### config.mk
export PLATFORM = sky130hd
export DESIGN_NAME = serial_add_ctrl
export DESIGN_NICKNAME = d
export VERILOG_FILES = /design/src/rtl/serial_add_ctrl.sv
export SDC_FILE = /design/constraint.sdc
export NUM_CORES = 1
export LEC_CHECK = 0
export ABC_AREA = 1
export CAP_MARGIN = 25
export CORE_ASPECT_RATIO = 2
export CORE_UTILIZATION = 46
export DETAILED_ROUTE_END_ITERATION = 12
export GPL_TIMING_DRIVEN = 0
export PLACE_DENSITY = 0.78
export SYNTH_ARGS = -nofsm -noshare
export SYNTH_HDL_FRONTEND = slang
export SYNTH_SLANG_ARGS = --single-unit
export TNS_END_PERCENT = 20
### constraint.sdc
create_clock -name clk -period 1.2 [get_ports clk]
set_input_delay 0.18 -clock clk [delete_from_list [all_inputs] [get_ports clk]]
set_output_delay 0.18 -clock clk [all_outputs]
set_load 0.05 [all_outputs]
### src/rtl/serial_add_ctrl.sv
// Bit-serial adder controller: one shared full_adder, one bit per clock, LSB first.
// Optional signed-overflow output `ovf` is built when SERIAL_ADD_OVF_EN is defined.

module full_adder (
  input  logic a,
  input  logic b,
  input  logic ci,
  output logic sum,
  output logic co
);
  assign sum = a ^ b ^ ci;
  assign co  = (a & b) | (ci & (a ^ b));
endmodule

// state | meaning
// IDLE  | waiting for start
// RUN   | one operand bit per cycle through the full adder
// DONE  | one-cycle done pulse; start here is accepted back-to-back
module serial_add_ctrl #(
  parameter int WIDTH = 8
) (
  input  logic             clk,
  input  logic             rst_n,
  input  logic             start,
  input  logic [WIDTH-1:0] a_in,
  input  logic [WIDTH-1:0] b_in,
  input  logic             ci_in,
  output logic             busy,
  output logic             done,
  output logic [WIDTH-1:0] sum_out,
  output logic             co_out
`ifdef SERIAL_ADD_OVF_EN
  ,
  output logic             ovf
`endif
);
  localparam int CW = $clog2(WIDTH);
  localparam logic [CW-1:0] LAST = CW'(WIDTH - 1);

  typedef enum logic [1:0] {S_IDLE, S_RUN, S_DONE} state_t;

  state_t           state_q, state_d;
  logic [WIDTH-1:0] a_q, a_d, b_q, b_d, res_q, res_d, sum_q, sum_d;
  logic             carry_q, carry_d, co_q, co_d;
  logic [CW-1:0]    cnt_q, cnt_d;
  logic             fa_sum, fa_co;
  logic             accept, last_bit;

  full_adder u_fa (
    .a   (a_q[0]),
    .b   (b_q[0]),
    .ci  (carry_q),
    .sum (fa_sum),
    .co  (fa_co)
  );

  assign accept   = start && (state_q == S_IDLE || state_q == S_DONE);
  assign last_bit = (state_q == S_RUN) && (cnt_q == LAST);

  always_ff @(posedge clk) begin
    if (!rst_n) state_q <= S_IDLE;
    else        state_q <= state_d;
  end

  always_comb begin
    state_d = state_q;
    case (state_q)
      S_IDLE:  if (start) state_d = S_RUN;
      S_RUN:   if (cnt_q == LAST) state_d = S_DONE;
      S_DONE:  state_d = start ? S_RUN : S_IDLE;
      default: state_d = S_IDLE;
    endcase
  end

  always_comb begin
    busy = (state_q == S_RUN);
    done = (state_q == S_DONE);
  end

  always_comb begin
    a_d     = a_q;
    b_d     = b_q;
    res_d   = res_q;
    carry_d = carry_q;
    cnt_d   = cnt_q;
    sum_d   = sum_q;
    co_d    = co_q;
    if (accept) begin
      a_d     = a_in;
      b_d     = b_in;
      carry_d = ci_in;
      cnt_d   = '0;
    end else if (state_q == S_RUN) begin
      // New sum bit enters at the MSB so bit 0 lands in place after WIDTH shifts
      res_d   = {fa_sum, res_q[WIDTH-1:1]};
      carry_d = fa_co;
      a_d     = {1'b0, a_q[WIDTH-1:1]};
      b_d     = {1'b0, b_q[WIDTH-1:1]};
      cnt_d   = cnt_q + CW'(1);
      if (last_bit) begin
        sum_d = {fa_sum, res_q[WIDTH-1:1]};
        co_d  = fa_co;
      end
    end
  end

  always_ff @(posedge clk) begin
    if (!rst_n) begin
      a_q     <= '0;
      b_q     <= '0;
      res_q   <= '0;
      carry_q <= 1'b0;
      cnt_q   <= '0;
      sum_q   <= '0;
      co_q    <= 1'b0;
    end else begin
      a_q     <= a_d;
      b_q     <= b_d;
      res_q   <= res_d;
      carry_q <= carry_d;
      cnt_q   <= cnt_d;
      sum_q   <= sum_d;
      co_q    <= co_d;
    end
  end

  assign sum_out = sum_q;
  assign co_out  = co_q;

`ifdef SERIAL_ADD_OVF_EN
  logic ovf_q, ovf_d;

  // Carry into the MSB is the carry flop during the last bit
  always_comb begin
    ovf_d = ovf_q;
    if (last_bit) ovf_d = carry_q ^ fa_co;
  end

  always_ff @(posedge clk) begin
    if (!rst_n) ovf_q <= 1'b0;
    else        ovf_q <= ovf_d;
  end

  assign ovf = ovf_q;
`endif
endmodule

* Yosys cells after proc, flatten, opt, wreduce, memory -nomap -nowiden
Index checks and enable logic that the tools add are counted.
** Storage, ports and cells
- Bits in registers :: 39
- Input port bits :: 20
- Output and inout port bits :: 11
- Logic and storage cells :: 40
** Operators by class
- Multiplexer cells :: 10
- Bitwise gates (word level) :: 7
- Reductions and logical operators :: 9
- Add/subtract/negate cells :: 1
- Equal/unequal tests :: 5
** Operators with widths (number)
- two-way mux 8 bit :: 4
- case mux 2 bit (3 select lines) :: 1
- two-way mux 2 bit :: 2
- AND reduction 2 bit :: 2
- adder 3 x 1 -> 3 bit, second input constant :: 1
- == test 3 bit, second input constant :: 1
- two-way mux 1 bit :: 3
- AND reduction 3 bit :: 1
- AND 1 bit :: 2
- == test 2 x 1 -> 1 bit, second input constant :: 1
- == test 2 bit, second input constant :: 1
- logical AND 1 bit :: 2
- zero test 2 bit :: 1
- inequality test 2 x 1 -> 1 bit, second input constant :: 1
- inequality test 2 bit, second input constant :: 1
- NOT 1 bit :: 2
- nonzero test 2 bit :: 1
- OR reduction 2 bit :: 1
- XOR 1 bit :: 2
- logical OR 1 bit :: 1
- OR 1 bit :: 1

* Depth between registers and ports, before layout
Gate-level depths: netlist of the first run.
- Word-level depth :: 5
- Depth in mapped cells :: 8
- Gate-level depth less buffers :: 8

* Hierarchy
From an unflattened synthesis of the first run, not the netlist that was laid out.
** Unflattened totals
- Cell total of the unflattened synthesis :: 231
- Area total of the unflattened synthesis :: 1701.6 µm²
** By module, submodules not included
- serial_add_ctrl :: instances 1, area an instance 1681.6 µm², seq. area each 760.7 µm², cells each 230
- full_adder :: instances 1, area an instance 20.0 µm², seq. area each 0.0 µm², cells each 1

* Worst setup path after synthesis of the first run
Ideal clock, no wire load.
- Path kind :: register to output
- Start point :: register state_q[1]
- End point :: output done
- Arrival time :: 1.137 ns
- Required time :: 1.020 ns
- Path buffers :: 0
- Setup slack :: -0.117 ns
- Stages on the path, launching flop included :: 3
- Path through :: dfxtp_1 > inv_2 > nor2_1
** On the way
- Longest elaborated chain between the ends :: 1
** Ends and longest elaborated chain
- start, declared :: RTL line 42 : state_t state_q, state_d;
- start signal, assigned :: RTL line 62 : else state_q <= state_d;
- == test 2 bit :: RTL line 77 : done = (state_q == S_DONE);
- end, declared :: RTL line 29 : output logic done,
No other way between the ends.

* Final worst setup path of the first run
- Start point :: register state_q[0]
- End point :: output busy
** On the way
- Longest elaborated chain between the ends :: 1
** Ends and longest elaborated chain
- == test 2 x 1 -> 1 bit :: RTL line 76 : busy = (state_q == S_RUN);
- end, declared :: RTL line 28 : output logic busy,
No other way between the ends.

==> results.md, run 1 <==
* Drc violations at 0
* Congestion Overflow GR at 0
* Ys Warns at 0
* Syn avg cell area at 7.57 um2
* Final instance area at roughly 2300 um2
* Mapped Cells at 227
* Hpwl dp at 2.58 mm
* Seq/Total Area, Yosys at 0.443
* First-pass GRT wire length at about 6.4 mm
* Core area at 3610 um2
* Hold worst-path end: res_q[2]
* Vias at 1588
* Cell area after synthesis at roughly 1700 um2
* Initial antenna violation count at 0
* Clock Pin Slew Worst Setup and Hold Paths at ~0.080 ns
* Slew headroom at 0.710
* WL met2 at 2.30 mm
* Measured slew at the worst slew-check pin at 0.434 ns
* Overall Global Routing Usage at 0.225
* CTS H-Tree Depth at 2
* Reg2Reg Depth at 8
* Core Rows at 31
* CP startpoint: state_q[0]
* Buffers from clock root to sink, at most at 2
* Max VDD drop at ~1.1 mV
* Top cell type's share of synthesized area at 0.443
* Largest net degree at the start of global routing at 13
* Worst setup slack after placement at -0.658 ns
* Vias in the first global route at 1492
* Top sig layer: met4
* Layout Utilization at 0.649
* Max incr delay on CP at 0.33 ns
* Hold path cells at 3
* Pwr Density at 1390 nW/um2
* Setup ws final at -0.108 ns
* Synth cell types at 24
* Kind of critical path: reg -> out
* Wire per inst at approximately 13 um
* RSZ-0062 raised after global routing: yes
* Min-Delay Path Class: in -> reg
* CP Buf/Inv Count at 4
* Die H at just under 90 um
* Status: finished, violations left
* Lkg Pwr at 1.12 nW
* Reg2reg start: state_q[0]
* Final wirelength at roughly 4.2 mm
* Area after DPL at ~2100 um2
* CTS buffer count at 5
* ANT nets after route at 0
* Max-cap violations at 0
* Final Max Tran Viols at 0
* F_max at between 0.7 and 0.8 GHz
* CTS Root Cell: clkbuf_8
* Worst Setup End Kind: output pin
* FF-to-FF End: a_q[3]
* Number of diodes at 0
* Worst-skew pair later-pin latency at roughly 0.3 ns
* Initial core utilization at 0.477
* # setup viols final at 5
* Crit share post-route at 1.09
* Hold wc startpoint: rst_n
* Req. time, crit path at 1.02 ns
* Area contributors post-synth: dfxtp_1, nor2_1, nand2_1
* Filler instances at 316
* Metal3 WL at around 170 um
* Die ar. at 4000 um2
* Via density at 4.95
* Failing checks: negative setup slack
* Startpoint Class: flop
* 1st-iter DRT viols at 55
* Most frequent CP cell: buf_6
* Worst EP arrival at ~1.1 ns
* CTS sink cnt at 38
* Post-Syn Nets at 250
* Crit path max fanout at 4
* Die Span X at 45.2 um
* Final hold violation count at 0
* IO buf count at 30
* Leading area contributor after synthesis: dfxtp_1
* Setup Skew at 0.00443 ns
* I/O pin count at 31
* Cells along the critical path: buf_6 -> inv_8 -> nor2_4 -> buf_6 -> buf_8
* Met1 wire length at between 1.5 and 2 mm
* CTS tree: built
* Final #Nets at a little under 300
* GPL Wtd Cong at 0.804
* Critical-path top delay cell: dfxtp_2
* Share of post-route cells with drive strength above 1 at 0.221
* 1st-pass router iterations at 4
* Area Growth Syn to Fin at 36.2%
* Tmin final at 1.31 ns
* Reg2reg setup slack at -0.05 ns
* CP top delay family: buffers and inverters
* Synth Register Bits at 38
[cell usage in the layout, fill, tap and decap left out]
cell type and n:
inv_1 25, inv_6 1, xor2_1 1, clkbuf_8 6
nand3_1 23, dlymetal6s2s_1 2, dfxtp_2 3, inv_2 3
a211oi_1 1, bufinv_16 2, fa_2 1, buf_6 3
inv_8 1, o21ai_0 13, dfxtp_4 1, nor2_8 1
clkbuf_16 1, a211oi_2 1, o21ai_1 7, clkdlybuf4s50_1 17
ha_4 2, buf_2 9, clkbuf_2 2, inv_4 2
buf_4 6, nor2_4 2, clkdlybuf4s18_2 1, nand2_4 3
dfxtp_1 34, buf_8 4, a21oi_2 2, a21oi_1 14
nor2_2 1, nand2_8 2, nand2_1 36, nor2_1 39
[worst max path at each step]
stage,endpoint,slack [ns],depth (start not counted)
5_1_grt,busy,-0.15,5
4_1_cts,busy,-0.14,5
2_1_floorplan,sum_out[4],0.01,7
3_3_place_gp,busy,-0.65,5
6_report,busy,-0.11,5
3_5_place_dp,busy,-0.66,5
[per-layer routing]
layer / GRT usage / up-vias
li1: - / 800
met1: 0.222 / 720
met2: 0.397 / 55
met3: 0.0449 / 13
met4: 0.163 / 0
met5: 0 / -
[per-stage QoR]
step           total power [mW]  std cells  hold slack, ns  setup TNS, ns
2_1_floorplan              1.70        227           0.310              0
3_3_place_gp               1.84        306           0.455         -11.61
3_5_place_dp               1.85        306           0.462         -10.88
4_1_cts                    3.23        319           0.457         -0.273
5_1_grt                    3.40        321           0.358          -1.55
6_report                   3.26        321           0.330         -0.221
[kinds of logic after synthesis]
logic type	synth area share
AND/OR/NAND/NOR	0.291
buffers and inverters	0.119
AO/OA/AOI/OAI	0.116
flip-flops	0.443
adder cells (fa/ha/maj)	0.0262
XOR/XNOR	0.00510
[report_power, final]
part	total, mW	internal [mW]	switching (mW)
Clock	1.36	0.887	0.469
Sequential	1.38	1.34	0.0465
Combinational	0.519	0.237	0.282
[what timing repair did]
action | in CTS | in global routing
resized for setup | 52 | 40
hold buffers | 0 | 0
pin swaps | 2 | 7
setup endpoints to repair | 31 | 44
buffers inserted | 5 | 1
cloned | 0 | 2
[tightest hold or removal path: stages]
cell and delay [ns]:
dlymetal6s2s_1 0.24, inv_1 0.12, a211oi_1 0.05
[state kept, by name (all words and copies together), names as in the netlist]
register,flops
cnt_q,3
sum_out,8
co_out,1
b_q,8
a_q,8
res_q,7
state_q,2
carry_q,1
[cell usage after synthesis, drive strengths merged]
master and n:
nor2 43, nand2 40, dfxtp 38, inv 32, nand3 23, o21ai 20
a21oi 16, buf 7, a211oi 2, clkbuf 2, ha 2, fa 1
xor2 1
[final cells by class]
class / count / area (um2) / share of cell area
Buffer: 9 / 90.1 / 0.0385
Clock buffer: 6 / 82.6 / 0.0353
Clock inverter: 2 / 60.1 / 0.0256
Inverter: 32 / 138 / 0.0588
Multi-Input combinational cell: 149 / 808 / 0.345
Sequential cell: 38 / 768 / 0.328
Tap cell: 49 / 61.3 / 0.0262
Timing Repair Buffer: 36 / 334 / 0.143
Note: power is estimated with default switching activity, not from simulation.
==> inputs of run 2 (changes only) <==
--- a/config.mk
+++ b/config.mk
@@ -11,7 +11,9 @@
 export CORE_UTILIZATION = 46
 export DETAILED_ROUTE_END_ITERATION = 12
 export GPL_TIMING_DRIVEN = 0
+export MAX_ROUTING_LAYER = met4
 export PLACE_DENSITY = 0.78
+export SKIP_LAST_GASP = 1
 export SYNTH_ARGS = -nofsm -noshare
 export SYNTH_HDL_FRONTEND = slang
 export SYNTH_SLANG_ARGS = --single-unit
==> run 2 against run 1 <==
The flow still finishes with violations (negative setup slack). Count of clock-buffer cells in the layout did not move. First-iteration DRC count down 31%. Combinational power about the same. Sequential share of layout area decreased by 0.21 points. Critical path depth shrank 4. Register-to-register slack worse by 0.02 ns. Setup slack improved by 0.0090 ns. Clock power about the same.
==> results.md, run 2 (synthesis results as in run 1) <==
* Setup Skew at 0.00436 ns (was 0.00443 ns)
* First-pass GRT wire length at 6.40 mm (unchanged)
* CTS sink cnt at 38 (unchanged)
* Most frequent cells in the layout: nor2_1, nand2_1, dfxtp_1, inv_1, nand3_1 (unchanged)
* Congestion Overflow GR at 0 (unchanged)
* Max-cap violations at 0 (unchanged)
* I/O pin count at 31 (unchanged)
* WL met2 at 2.33 mm (was 2.30 mm)
* Hold slack at 0.311 ns (was 0.330 ns)
* 1st-iter DRT viols at 38 (was 55)
* Area after DPL at 2080 um2 (unchanged)
* Buffers from clock root to sink, at most at 2 (unchanged)
* Setup ws final at -0.0987 ns (was -0.108 ns)
* Status: finished, violations left (unchanged)
* Reg2reg start: cnt_q[0] (was state_q[0])
* Cts hold-fix bufs at 0 (unchanged)
* Die H at 88.5 um (unchanged)
* Worst-skew pair later-pin latency at 0.30 ns (about the same)
* Initial antenna violation count at 0 (unchanged)
* Final instance area at 2360 um2 (was 2340 um2)
* Filler instances at 308 (was 316)
* GPL Wtd Cong at 0.816 (was 0.804)
* Max VDD drop at 1.06 mV (was 1.12 mV)
* Die Span X at 45.2 um (unchanged)
* Top sig layer: met4 (unchanged)
* CTS Root Cell: clkbuf_8 (unchanged)
* Cells along the critical path: clkdlybuf4s15_1 (was buf_6 -> inv_8 -> nor2_4 -> buf_6 -> buf_8)
* Worst Setup End Kind: output pin (unchanged)
* Final wirelength at 4.17 mm (was 4.15 mm)
* Initial core utilization at 0.477 (unchanged)
* Largest net degree at the start of global routing at 13 (unchanged)
* Die ar. at 4000 um2 (unchanged)
* Commonest non-fill, non-tap cell in the layout: nor2_1 (unchanged)
* Critical-path top delay cell: clkdlybuf4s15_1 (was dfxtp_2)
* Metal3 WL at 162 um (was 165 um)
* Tmin final at 1.30 ns (was 1.31 ns)
* Kind of critical path: reg -> out (unchanged)
* Crit share post-route at 1.08 (was 1.09)
* CTS buffer count at 5 (unchanged)
* Req. time, crit path at 1.02 ns (about the same)
* Final hold violation count at 0 (unchanged)
* Lkg Pwr at 1.12 nW (about the same)
* Max incr delay on CP at 0.49 ns (was 0.33 ns)
* Min-Delay Path Class: in -> reg (unchanged)
* Number of diodes at 0 (unchanged)
* Met1 wire length at 1.50 mm (was 1.51 mm)
* Vias at 1594 (was 1588)
* Final #Nets at 295 (was 294)
* IO buf count at 30 (unchanged)
* Core area at 3610 um2 (unchanged)
* Share of post-route cells with drive strength above 1 at 0.194 (was 0.221)
* Measured slew at the worst slew-check pin at 0.477 ns (was 0.434 ns)
* Failing checks: negative setup slack (unchanged)
* ANT nets after route at 0 (unchanged)
* Hpwl dp at 2.58 mm (unchanged)
* Wire per inst at 12.9 um (about the same)
* Final Max Tran Viols at 0 (unchanged)
* Hold wc startpoint: rst_n (unchanged)
* Vias in the first global route at 1469 (was 1492)
* # setup viols final at 12 (was 5)
* Sequential cell area at 768 um2 (unchanged)
* F_max at 0.770 GHz (was 0.765 GHz)
* CP Buf/Inv Count at 1 (was 4)
* CTS H-Tree Depth at 2 (unchanged)
* Overall Global Routing Usage at 0.232 (was 0.225)
* Pwr Density at 1380 nW/um2 (was 1390 nW/um2)
* Power Total at 3.26 mW (about the same)
* CP top delay family: buffers and inverters (unchanged)
* Startpoint Class: flop (unchanged)
* Via density at 4.95 (about the same)
* 1st-pass router iterations at 5 (was 4)
* CP startpoint: sum_out[3] (was state_q[0])
* Crit path max fanout at 2 (was 4)
* Area Growth Syn to Fin at 37.1% (was 36.2%)
* RSZ-0062 raised after global routing: yes (unchanged)
* Slew headroom at 0.683 (was 0.710)
* Clock Pin Slew Worst Setup and Hold Paths at 0.07 ns (was 0.08 ns)
* Worst EP arrival at 1.12 ns (was 1.13 ns)
* Core Rows at 31 (unchanged)
* CTS tree: built (unchanged)
* Drc violations at 0 (unchanged)
* Multi-input logic area at 778 um2 (was 808 um2)
==> run 2: final cells by class <==
| class | instances | area share |
|---|---|---|
| repair buffers | 38 | 0.169 |
| plain buffers | 8 | 0.0329 |
| inverters | 32 | 0.0552 |
| well taps | 49 | 0.0260 |
| clock buffers | 6 | 0.0350 |
| clock inverters | 2 | 0.0255 |
| flip-flops and latches | 38 | 0.326 |
| multi-input cells | 149 | 0.330 |
==> run 2: power breakdown <==
part | leakage [nW] | total [mW] | internal (mW) | switching [mW]
clock network | 0.0714 | 1.35 | 0.887 | 0.468
registers | 0.313 | 1.39 | 1.34 | 0.0510
logic | 0.733 | 0.521 | 0.245 | 0.276
==> run 2: repair_timing <==
action	4_1_cts	5_1_grt
pin swaps	1	5
buffers inserted	5	2
cloned	0	3
resized for setup	38	21
setup endpoints to repair	31	47
==> run 2: worst paths after layout <==
| check | endpoint | slack (ns) | cells past startpoint |
|---|---|---|---|
| worst max register to register | co_out | -0.07 | 8 |
| worst min register to register | cnt_q[1] | 0.47 | 2 |
| worst max-delay path | sum_out[3] | -0.1 | 1 |
| worst min-delay path | res_q[2] | 0.31 | 3 |
==> run 2: layer usage <==
| metal | GRT usage | up-vias |
|---|---|---|
| met3 | 0.0449 | 13 |
| met1 | 0.224 | 724 |
| li1 | - | 804 |
| met4 | 0.160 | 0 |
| met2 | 0.397 | 53 |
| met5 | - | - |
==> run 2: stage by stage <==
step,cells,util,worst slack (ns),TNS [ns]
detailed placement,306,0.578,-0.658,-10.88
global placement,306,0.578,-0.654,-11.61
finish,322,0.653,-0.0987,-0.728
global route,322,0.653,-0.147,-1.69
floorplan,227,-,0.0127,0
CTS,319,0.631,-0.135,-1.72
